[config.mk]
export PLATFORM = sky130hd
export DESIGN_NAME = inertial_interface
export DESIGN_NICKNAME = d
export VERILOG_FILES = /design/src/rtl/inertial_pkg.sv /design/src/rtl/inertial_interface_spi.sv /design/src/rtl/inertial_interface.sv
export SDC_FILE = /design/constraint.sdc
export NUM_CORES = 1
export LEC_CHECK = 0
export CAP_MARGIN = 30
export CELL_PAD_IN_SITES_DETAIL_PLACEMENT = 0
export CELL_PAD_IN_SITES_GLOBAL_PLACEMENT = 1
export CORE_ASPECT_RATIO = 0.5
export CORE_MARGIN = 2
export CORE_UTILIZATION = 35
export CTS_CLUSTER_SIZE = 25
export DETAILED_ROUTE_END_ITERATION = 6
export PLACE_DENSITY = 0.74
export SLEW_MARGIN = 10
export SYNTH_ARGS = -nofsm -noshare
export SYNTH_HDL_FRONTEND = slang
export SYNTH_SLANG_ARGS = --single-unit
export TNS_END_PERCENT = 100
[constraint.sdc]
create_clock -name clk -period 5.1 [get_ports clk]
set_input_delay 1.53 -clock clk [delete_from_list [all_inputs] [get_ports clk]]
set_output_delay 1.53 -clock clk [all_outputs]
set_load 0.02 [all_outputs]
[src/rtl/inertial_pkg.sv]
// Shared types and command words for the inertial sensor front end.
package inertial_pkg;

  typedef enum logic [3:0] {
    INIT_WAIT, CFG0, CFG1, CFG2, CFG3, WAIT_INT, RD_PL, RD_PH, RD_AL, RD_AH
  } state_t;

  typedef enum logic [1:0] {SPI_IDLE, SPI_FRONT, SPI_SHIFT, SPI_BACK} spi_state_t;

  localparam logic [15:0] CFG_INT   = 16'h0D02;
  localparam logic [15:0] CFG_ACC   = 16'h1053;
  localparam logic [15:0] CFG_GYR   = 16'h1150;
  localparam logic [15:0] CFG_RND   = 16'h1460;
  localparam logic [15:0] RD_PL_CMD = 16'hA200;
  localparam logic [15:0] RD_PH_CMD = 16'hA300;
  localparam logic [15:0] RD_AL_CMD = 16'hAC00;
  localparam logic [15:0] RD_AH_CMD = 16'hAD00;

  // Word sent on entry to each frame-issuing state.
  function automatic logic [15:0] cmd_for(state_t s);
    case (s)
      CFG0:    return CFG_INT;
      CFG1:    return CFG_ACC;
      CFG2:    return CFG_GYR;
      CFG3:    return CFG_RND;
      RD_PL:   return RD_PL_CMD;
      RD_PH:   return RD_PH_CMD;
      RD_AL:   return RD_AL_CMD;
      RD_AH:   return RD_AH_CMD;
      default: return 16'h0000;
    endcase
  endfunction

endpackage

[src/rtl/inertial_interface_spi.sv]
// Generic 16-bit mode-3 SPI master: SCLK idle high, MOSI changes on fall, MISO sampled on rise.
module spi_mnrch
  import inertial_pkg::*;
#(
  parameter int SCLK_DIV_W = 5
) (
  input  logic        clk,
  input  logic        rst_n,
  input  logic        wrt,
  input  logic [15:0] wt_data,
  output logic        done,
  output logic [15:0] rd_data,
  output logic        SS_n,
  output logic        SCLK,
  output logic        MOSI,
  input  logic        MISO
);

  spi_state_t              st;
  logic [SCLK_DIV_W-2:0]   cnt;
  logic [4:0]              rises;
  logic [15:0]             shft;
  logic                    smpl;
  logic                    half_end;

  assign half_end = &cnt;
  assign MOSI     = shft[15];
  assign rd_data  = shft;

  // Outgoing bits leave the top of shft while sampled bits enter at the bottom;
  // the final sample is folded in when SS_n rises.
  always_ff @(posedge clk) begin
    if (!rst_n) begin
      st    <= SPI_IDLE;
      cnt   <= '0;
      rises <= '0;
      shft  <= '0;
      smpl  <= 1'b0;
      SS_n  <= 1'b1;
      SCLK  <= 1'b1;
      done  <= 1'b0;
    end else begin
      done <= 1'b0;
      case (st)
        SPI_IDLE: if (wrt) begin
          SS_n  <= 1'b0;
          shft  <= wt_data;
          cnt   <= '0;
          rises <= '0;
          st    <= SPI_FRONT;
        end
        SPI_FRONT: begin
          cnt <= cnt + 1'b1;
          if (half_end) begin
            SCLK <= 1'b0;
            st   <= SPI_SHIFT;
          end
        end
        SPI_SHIFT: begin
          cnt <= cnt + 1'b1;
          if (half_end) begin
            if (!SCLK) begin
              SCLK  <= 1'b1;
              smpl  <= MISO;
              rises <= rises + 1'b1;
              if (rises == 5'd15) st <= SPI_BACK;
            end else begin
              SCLK <= 1'b0;
              shft <= {shft[14:0], smpl};
            end
          end
        end
        SPI_BACK: begin
          cnt <= cnt + 1'b1;
          if (half_end) begin
            SS_n <= 1'b1;
            shft <= {shft[14:0], smpl};
            done <= 1'b1;
            st   <= SPI_IDLE;
          end
        end
        default: st <= SPI_IDLE;
      endcase
    end
  end

endmodule

[src/rtl/inertial_interface.sv]
// Inertial sensor producer: powers up, configures over SPI, then reads pitch rate and Z accel per INT.
module inertial_interface
  import inertial_pkg::*;
#(
  parameter int SCLK_DIV_W = 5,
  parameter int INIT_CNT_W = 16
) (
  input  logic        clk,
  input  logic        rst_n,
  input  logic        INT,
  input  logic        MISO,
  output logic        SS_n,
  output logic        SCLK,
  output logic        MOSI,
  output logic        vld,
  output logic [15:0] ptch_rt,
  output logic [15:0] AZ
);

  state_t                state;
  logic [INIT_CNT_W-1:0] init_cnt;
  logic                  int_ff1, int_ff2;
  logic                  wrt, done;
  logic [15:0]           wt_data, rd_data;
  logic [7:0]            pl, ph, al;
  logic                  unused_hi;

  assign unused_hi = ^rd_data[15:8];

  spi_mnrch #(.SCLK_DIV_W(SCLK_DIV_W)) u_spi (
    .clk     (clk),
    .rst_n   (rst_n),
    .wrt     (wrt),
    .wt_data (wt_data),
    .done    (done),
    .rd_data (rd_data),
    .SS_n    (SS_n),
    .SCLK    (SCLK),
    .MOSI    (MOSI),
    .MISO    (MISO)
  );

  always_ff @(posedge clk) begin
    if (!rst_n) {int_ff1, int_ff2} <= 2'b00;
    else        {int_ff1, int_ff2} <= {INT, int_ff1};
  end

  // Every frame-issuing transition loads the next command and pulses wrt together.
  always_ff @(posedge clk) begin
    if (!rst_n) begin
      state    <= INIT_WAIT;
      init_cnt <= '0;
      wrt      <= 1'b0;
      wt_data  <= '0;
      pl       <= '0;
      ph       <= '0;
      al       <= '0;
      vld      <= 1'b0;
      ptch_rt  <= '0;
      AZ       <= '0;
    end else begin
      wrt <= 1'b0;
      vld <= 1'b0;
      case (state)
        INIT_WAIT:
          if (&init_cnt) begin
            state <= CFG0; wrt <= 1'b1; wt_data <= cmd_for(CFG0);
          end else begin
            init_cnt <= init_cnt + 1'b1;
          end
        CFG0: if (done) begin state <= CFG1; wrt <= 1'b1; wt_data <= cmd_for(CFG1); end
        CFG1: if (done) begin state <= CFG2; wrt <= 1'b1; wt_data <= cmd_for(CFG2); end
        CFG2: if (done) begin state <= CFG3; wrt <= 1'b1; wt_data <= cmd_for(CFG3); end
        CFG3: if (done) state <= WAIT_INT;
        WAIT_INT:
          if (int_ff2) begin state <= RD_PL; wrt <= 1'b1; wt_data <= cmd_for(RD_PL); end
        RD_PL: if (done) begin
          pl <= rd_data[7:0]; state <= RD_PH; wrt <= 1'b1; wt_data <= cmd_for(RD_PH);
        end
        RD_PH: if (done) begin
          ph <= rd_data[7:0]; state <= RD_AL; wrt <= 1'b1; wt_data <= cmd_for(RD_AL);
        end
        RD_AL: if (done) begin
          al <= rd_data[7:0]; state <= RD_AH; wrt <= 1'b1; wt_data <= cmd_for(RD_AH);
        end
        RD_AH: if (done) begin
          ptch_rt <= {ph, pl};
          AZ      <= {rd_data[7:0], al};
          vld     <= 1'b1;
          state   <= WAIT_INT;
        end
        default: state <= INIT_WAIT;
      endcase
    end
  end

endmodule
# After elaboration in Yosys (flattened, before gate mapping)
# Index checks and enable logic that the tools add are counted.
dict set report totals {
  output_inout_bits 36
  wordCells 130
  reg_bits 127
}
dict set report classes {
  n_reduce_logical 27
  add_sub_neg 3
  n_bitwise 2
  eq_ne 29
  muxes 49
}
# operator count
set op_table {}
lappend op_table {{$mux W16} 12}
lappend op_table {{$pmux W16 S8} 1}
lappend op_table {{$pmux W16 S3} 1}
lappend op_table {{$mux W4} 10}
lappend op_table {{$pmux W4 S9} 1}
lappend op_table {{$ne A2 B1 Y1 const B} 12}
lappend op_table {{$reduce_and A9 Y1} 2}
lappend op_table {{$add A16 B1 Y16 const B} 1}
lappend op_table {{$eq A4 B3 Y1 const B} 4}
lappend op_table {{$reduce_and A16 Y1} 1}
lappend op_table {{$mux W5} 3}
lappend op_table {{$reduce_and A2 Y1} 7}
lappend op_table {{$mux W2} 6}
lappend op_table {{$reduce_and A6 Y1} 2}
lappend op_table {{$pmux W5 S2} 1}
lappend op_table {{$mux W1} 9}
lappend op_table {{$eq A4 B2 Y1 const B} 2}
lappend op_table {{$eq A4 B4 Y1 const B} 2}
lappend op_table {{$ne A2 B2 Y1 const B} 4}
lappend op_table {{$pmux W2 S4} 1}
lappend op_table {{$pmux W4 S2} 1}
lappend op_table {{$reduce_and A4 Y1} 2}
lappend op_table {{$reduce_bool A8 Y1} 1}
lappend op_table {{$reduce_and A3 Y1} 2}
lappend op_table {{17 further kinds} 22}

# Longest topological paths before layout
dict set report logic_depth {
  ltp_word 5
  depth_mapped 8
}

# Cells and area by module
# From an unflattened synthesis, not the netlist that was laid out.
dict set report unflattened {
  cells_unflattened 603
  area_unflattened_um2 5161.2
}
# module area_each_um2 cells_each instances
set modules_own_cells {}
lappend modules_own_cells {inertial_interface 3637.2 419 1}
lappend modules_own_cells {spi_mnrch 1524.0 184 1}

# Least setup slack after synthesis
# OpenSTA, ideal clock, no wires.
dict set report synth_path {
  kind {input -> register}
  startpoint {input port rst_n}
  endpoint {register al[0]}
  t_arrival_ps 2194
  stages 4
  setup_ps 128
  path_slack_ps 2778
  path_buffers 2
  required_ps 4972
  cell_sequence {inv_1 > clkbuf_1 > clkbuf_1 > nor2_1}
}
# element line_no
set synth_rtl {}
lappend synth_rtl {{start: declaration} inertial_interface.sv:9} ;# input logic rst_n,
lappend synth_rtl {{end signal: assignment} inertial_interface.sv:57} ;# al <= '0;
lappend synth_rtl {{end signal: assignment} inertial_interface.sv:84} ;# al <= rd_data[7:0]; state <= RD_AH; wrt <= 1'b1; wt_data <= cmd_for(RD_AH);
lappend synth_rtl {{end: declaration} inertial_interface.sv:25} ;# logic [7:0] pl, ph, al;
# No word-level cell between the ends.

# Worst setup path in the final report
dict set report layout_path {
  startpoint {register u_spi.SCLK}
  endpoint {output port SCLK}
}
# element line_no
set layout_rtl {}
lappend layout_rtl {{start: declaration} inertial_interface_spi.sv:14} ;# output logic SCLK,
lappend layout_rtl {{start signal: assignment} inertial_interface_spi.sv:40} ;# SCLK <= 1'b1;
lappend layout_rtl {{start signal: assignment} inertial_interface_spi.sv:55} ;# SCLK <= 1'b0;
lappend layout_rtl {{start signal: assignment} inertial_interface_spi.sv:63} ;# SCLK <= 1'b1;
lappend layout_rtl {{end: declaration} inertial_interface.sv:13} ;# output logic SCLK,
# No word-level cell between the ends.

==> metrics.txt <==
outcome=finished, final reports clean; area of the multi-input gates=0.00255 mm²; Lkg Pwr=2.26 nW; setup tns final=0 ns; Reg2Reg Capture Point=wt_data[10]; Setup Skew=0.00843 ns; Register Area=0.00242 mm²; Slew HR=43.9%; Hold Vio Cnt, Final=0; ant diodes=0; antenna viol nets, final=0; Sink Count=121; Worst-Skew Late Latency=0.41 ns; first-pass GRT wire length=19.7 mm; Vias/cell=5.06; 1st-iter DRT viols=334; drt total wl=11.5 mm; DR pass1 iterations=5; gr usage total=15.4%; CP cell instances=clkdlybuf4s50_1; Largest delay share family, worst path=buffers and inverters; WL/cell=13.6 µm; Chip Height=89.8 µm; worst-margin pin slew=0.832 ns; RR Startpoint=state[1]; CTS tree=yes; Pwr Total=0.00303 W; RSZ-0062 raised after global routing=no; row count=31; via count of the first global-routing pass=3887; Synth Register Bits=121; Worst EP arrival=1.49 ns; yosys warns=0; DRC=0; Mapped Area=0.00515 mm²; Clock Tree Root=clkbuf_16; largest net degree at the start of global routing=63; number of synthesized flops with an enable pin=0; Layout area overhead=22.8%; post-route setup slack=2.08 ns; Initial Util=35.7%; Startpoint Class=flip-flop; main flop type after synthesis=dfxtp_1; Die Area=0.0158 mm²; I/O Buffers=39; max incr delay on CP=0.64 ns; initial antenna violation count=0; syn_area_per_cell=8.53 µm²; cts bufs inserted=17; Critical Path Sink Type=output port; DP HPWL=7.21 mm; Period minus WS final=3.02 ns; Crit path required time=3.57 ns; Final nets=647; r2r worst-path depth=5; Chip Width=176 µm; Crit-path slowest cell=clkdlybuf4s50_1; gpl congestion=0.831; CP startpoint=u_spi.SCLK; fmax=332 MHz; share of cells above drive strength 1=8.37%; area of the core=0.0144 mm²; CP Max Fanout=7; total number of vias=4267; Clock Pin Slew Worst Setup and Hold Paths=0.06 ns; # fillers=1434; clock buffer depth=2; endpoints failing setup=0; Ports=40; Syn Nets=618; Remaining Overflow, GRT=0; period utilisation layout=59.1%; Worst Setup EP=SCLK; Pwr Density=479 mW/mm²; Reg2Reg Setup Slack=2.72 ns; setup bufs post-CTS=0; Cells after Synth=604; Seq/Total Area, Yosys=47.0%; Final Slew Violations=0; # Max-Cap Violations=0; Hold WC Path Type=reg2reg; Cell variety after synth=56; Placement Setup Slack=1.42 ns; CP Class=reg2out; asr flop ratio synth=0%; Gates resized, CTS repair=0; H-Tree Depth=4; critical path depth in cells=1; VDD IR-drop max=0.000243 V; Post-CTS Hold Buffers=0; worst path bufs/invs=1
==> how the worst min path moves through the flow <==
stage | cells past startpoint | from | end | slack, ns
4_1_cts | 1 | int_ff1 | int_ff2 | 0.43
5_1_grt | 1 | int_ff1 | int_ff2 | 0.47
6_report | 1 | int_ff1 | int_ff2 | 0.43
3_3_place_gp | 1 | int_ff1 | int_ff2 | 0.42
2_1_floorplan | 1 | int_ff1 | int_ff2 | 0.41
3_5_place_dp | 1 | int_ff1 | int_ff2 | 0.42
==> layer usage <==
metal  global-route usage [%]  part of all wire [%]  vias to the layer above
met5                        0                     0                        -
met4                     6.61                   1.5                        0
met3                     3.68                   3.4                       16
met2                     22.7                    43                       77
met1                     21.5                    52                     1990
li1                         -                     -                     2184
==> stage by stage <==
stage	instance area (µm²)	utilization, %	hold WS, ns	cells
finish	6330	43.9	0.426	843
floorplan	5150	-	0.412	604
global route	6330	43.9	0.468	843
CTS	6300	43.7	0.427	841
global placement	5690	39.4	0.419	809
detailed placement	5710	39.5	0.419	810
==> cell type report <==
class                           instances  area share (%)
Multi-Input combinational cell        436            40.3
Sequential cell                       121            38.3
Timing Repair Buffer                   48            7.55
Clock buffer                           17            6.72
Tap cell                              198            3.91
Clock inverter                         14            2.73
Inverter                                9           0.553
==> cells by family (layout without fill, tap and decap cells) <==
| family | Yosys count | in the layout | share of synthesized area, % |
|---|---|---|---|
| fa+ha+maj | 10 | 10 | 2.43 |
| xor+xnor | 11 | 11 | 1.87 |
| simple gates | 252 | 252 | 23.1 |
| buf+inv | 47 | 88 | 3.71 |
| mux | 29 | 29 | 5.63 |
| flops | 121 | 121 | 47.0 |
| compound gates | 134 | 134 | 16.3 |
==> report_power, final <==
part | switching (W) | internal, W | total (W)
sequential | 0.000120 | 0.00104 | 0.00116
clock | 0.000452 | 0.000769 | 0.00122
combinational | 0.000393 | 0.000258 | 0.000651
==> cells in the final DEF (no fill, tap or decap), types with 4 or more instances in the layout <==
master / count
dfxtp_1: 121
nor3b_1: 4
a21oi_1: 65
ha_1: 10
clkinv_2: 4
or4_1: 7
o31ai_1: 7
nand3_1: 13
nor2_1: 70
a311oi_1: 9
inv_1: 8
xnor2_1: 10
nor2b_1: 7
nor3_1: 8
and3_1: 5
o21ai_0: 14
nand2b_1: 5
or3_1: 4
nand4_1: 8
a211oi_1: 11
clkbuf_16: 17
mux2i_1: 29
and2_1: 5
buf_4: 7
clkdlybuf4s50_1: 39
nand2_1: 97
a31oi_1: 4
==> flip-flops by register name, indices dropped and copies added (netlist names), 2 cells and up <==
signal / count
AZ: 16
al: 8
init_cnt: 16
ph: 8
pl: 8
ptch_rt: 16
state: 4
u_spi.cnt: 4
u_spi.rd_data: 16
u_spi.rises: 5
u_spi.st: 2
wt_data: 10
==> synth_stat cells (7+ instances only) <==
library cell / number / area [µm²]
nand4_1: 8 / 50.1
nor3_1: 8 / 40.0
dfxtp_1: 121 / 2420
or4_1: 7 / 52.6
o31ai_1: 7 / 52.6
buf_2: 12 / 60.1
nand2_1: 97 / 364
nor2_1: 71 / 267
mux2i_1: 29 / 290
a211oi_1: 11 / 82.6
a311oi_1: 9 / 78.8
o21ai_0: 14 / 70.1
ha_1: 10 / 125
xnor2_1: 10 / 87.6
nand3_1: 13 / 65.1
a21oi_1: 65 / 325
clkbuf_1: 25 / 93.8
nor2b_1: 7 / 43.8
inv_1: 9 / 33.8
No activity file was read; power rests on OpenSTA's default activity.
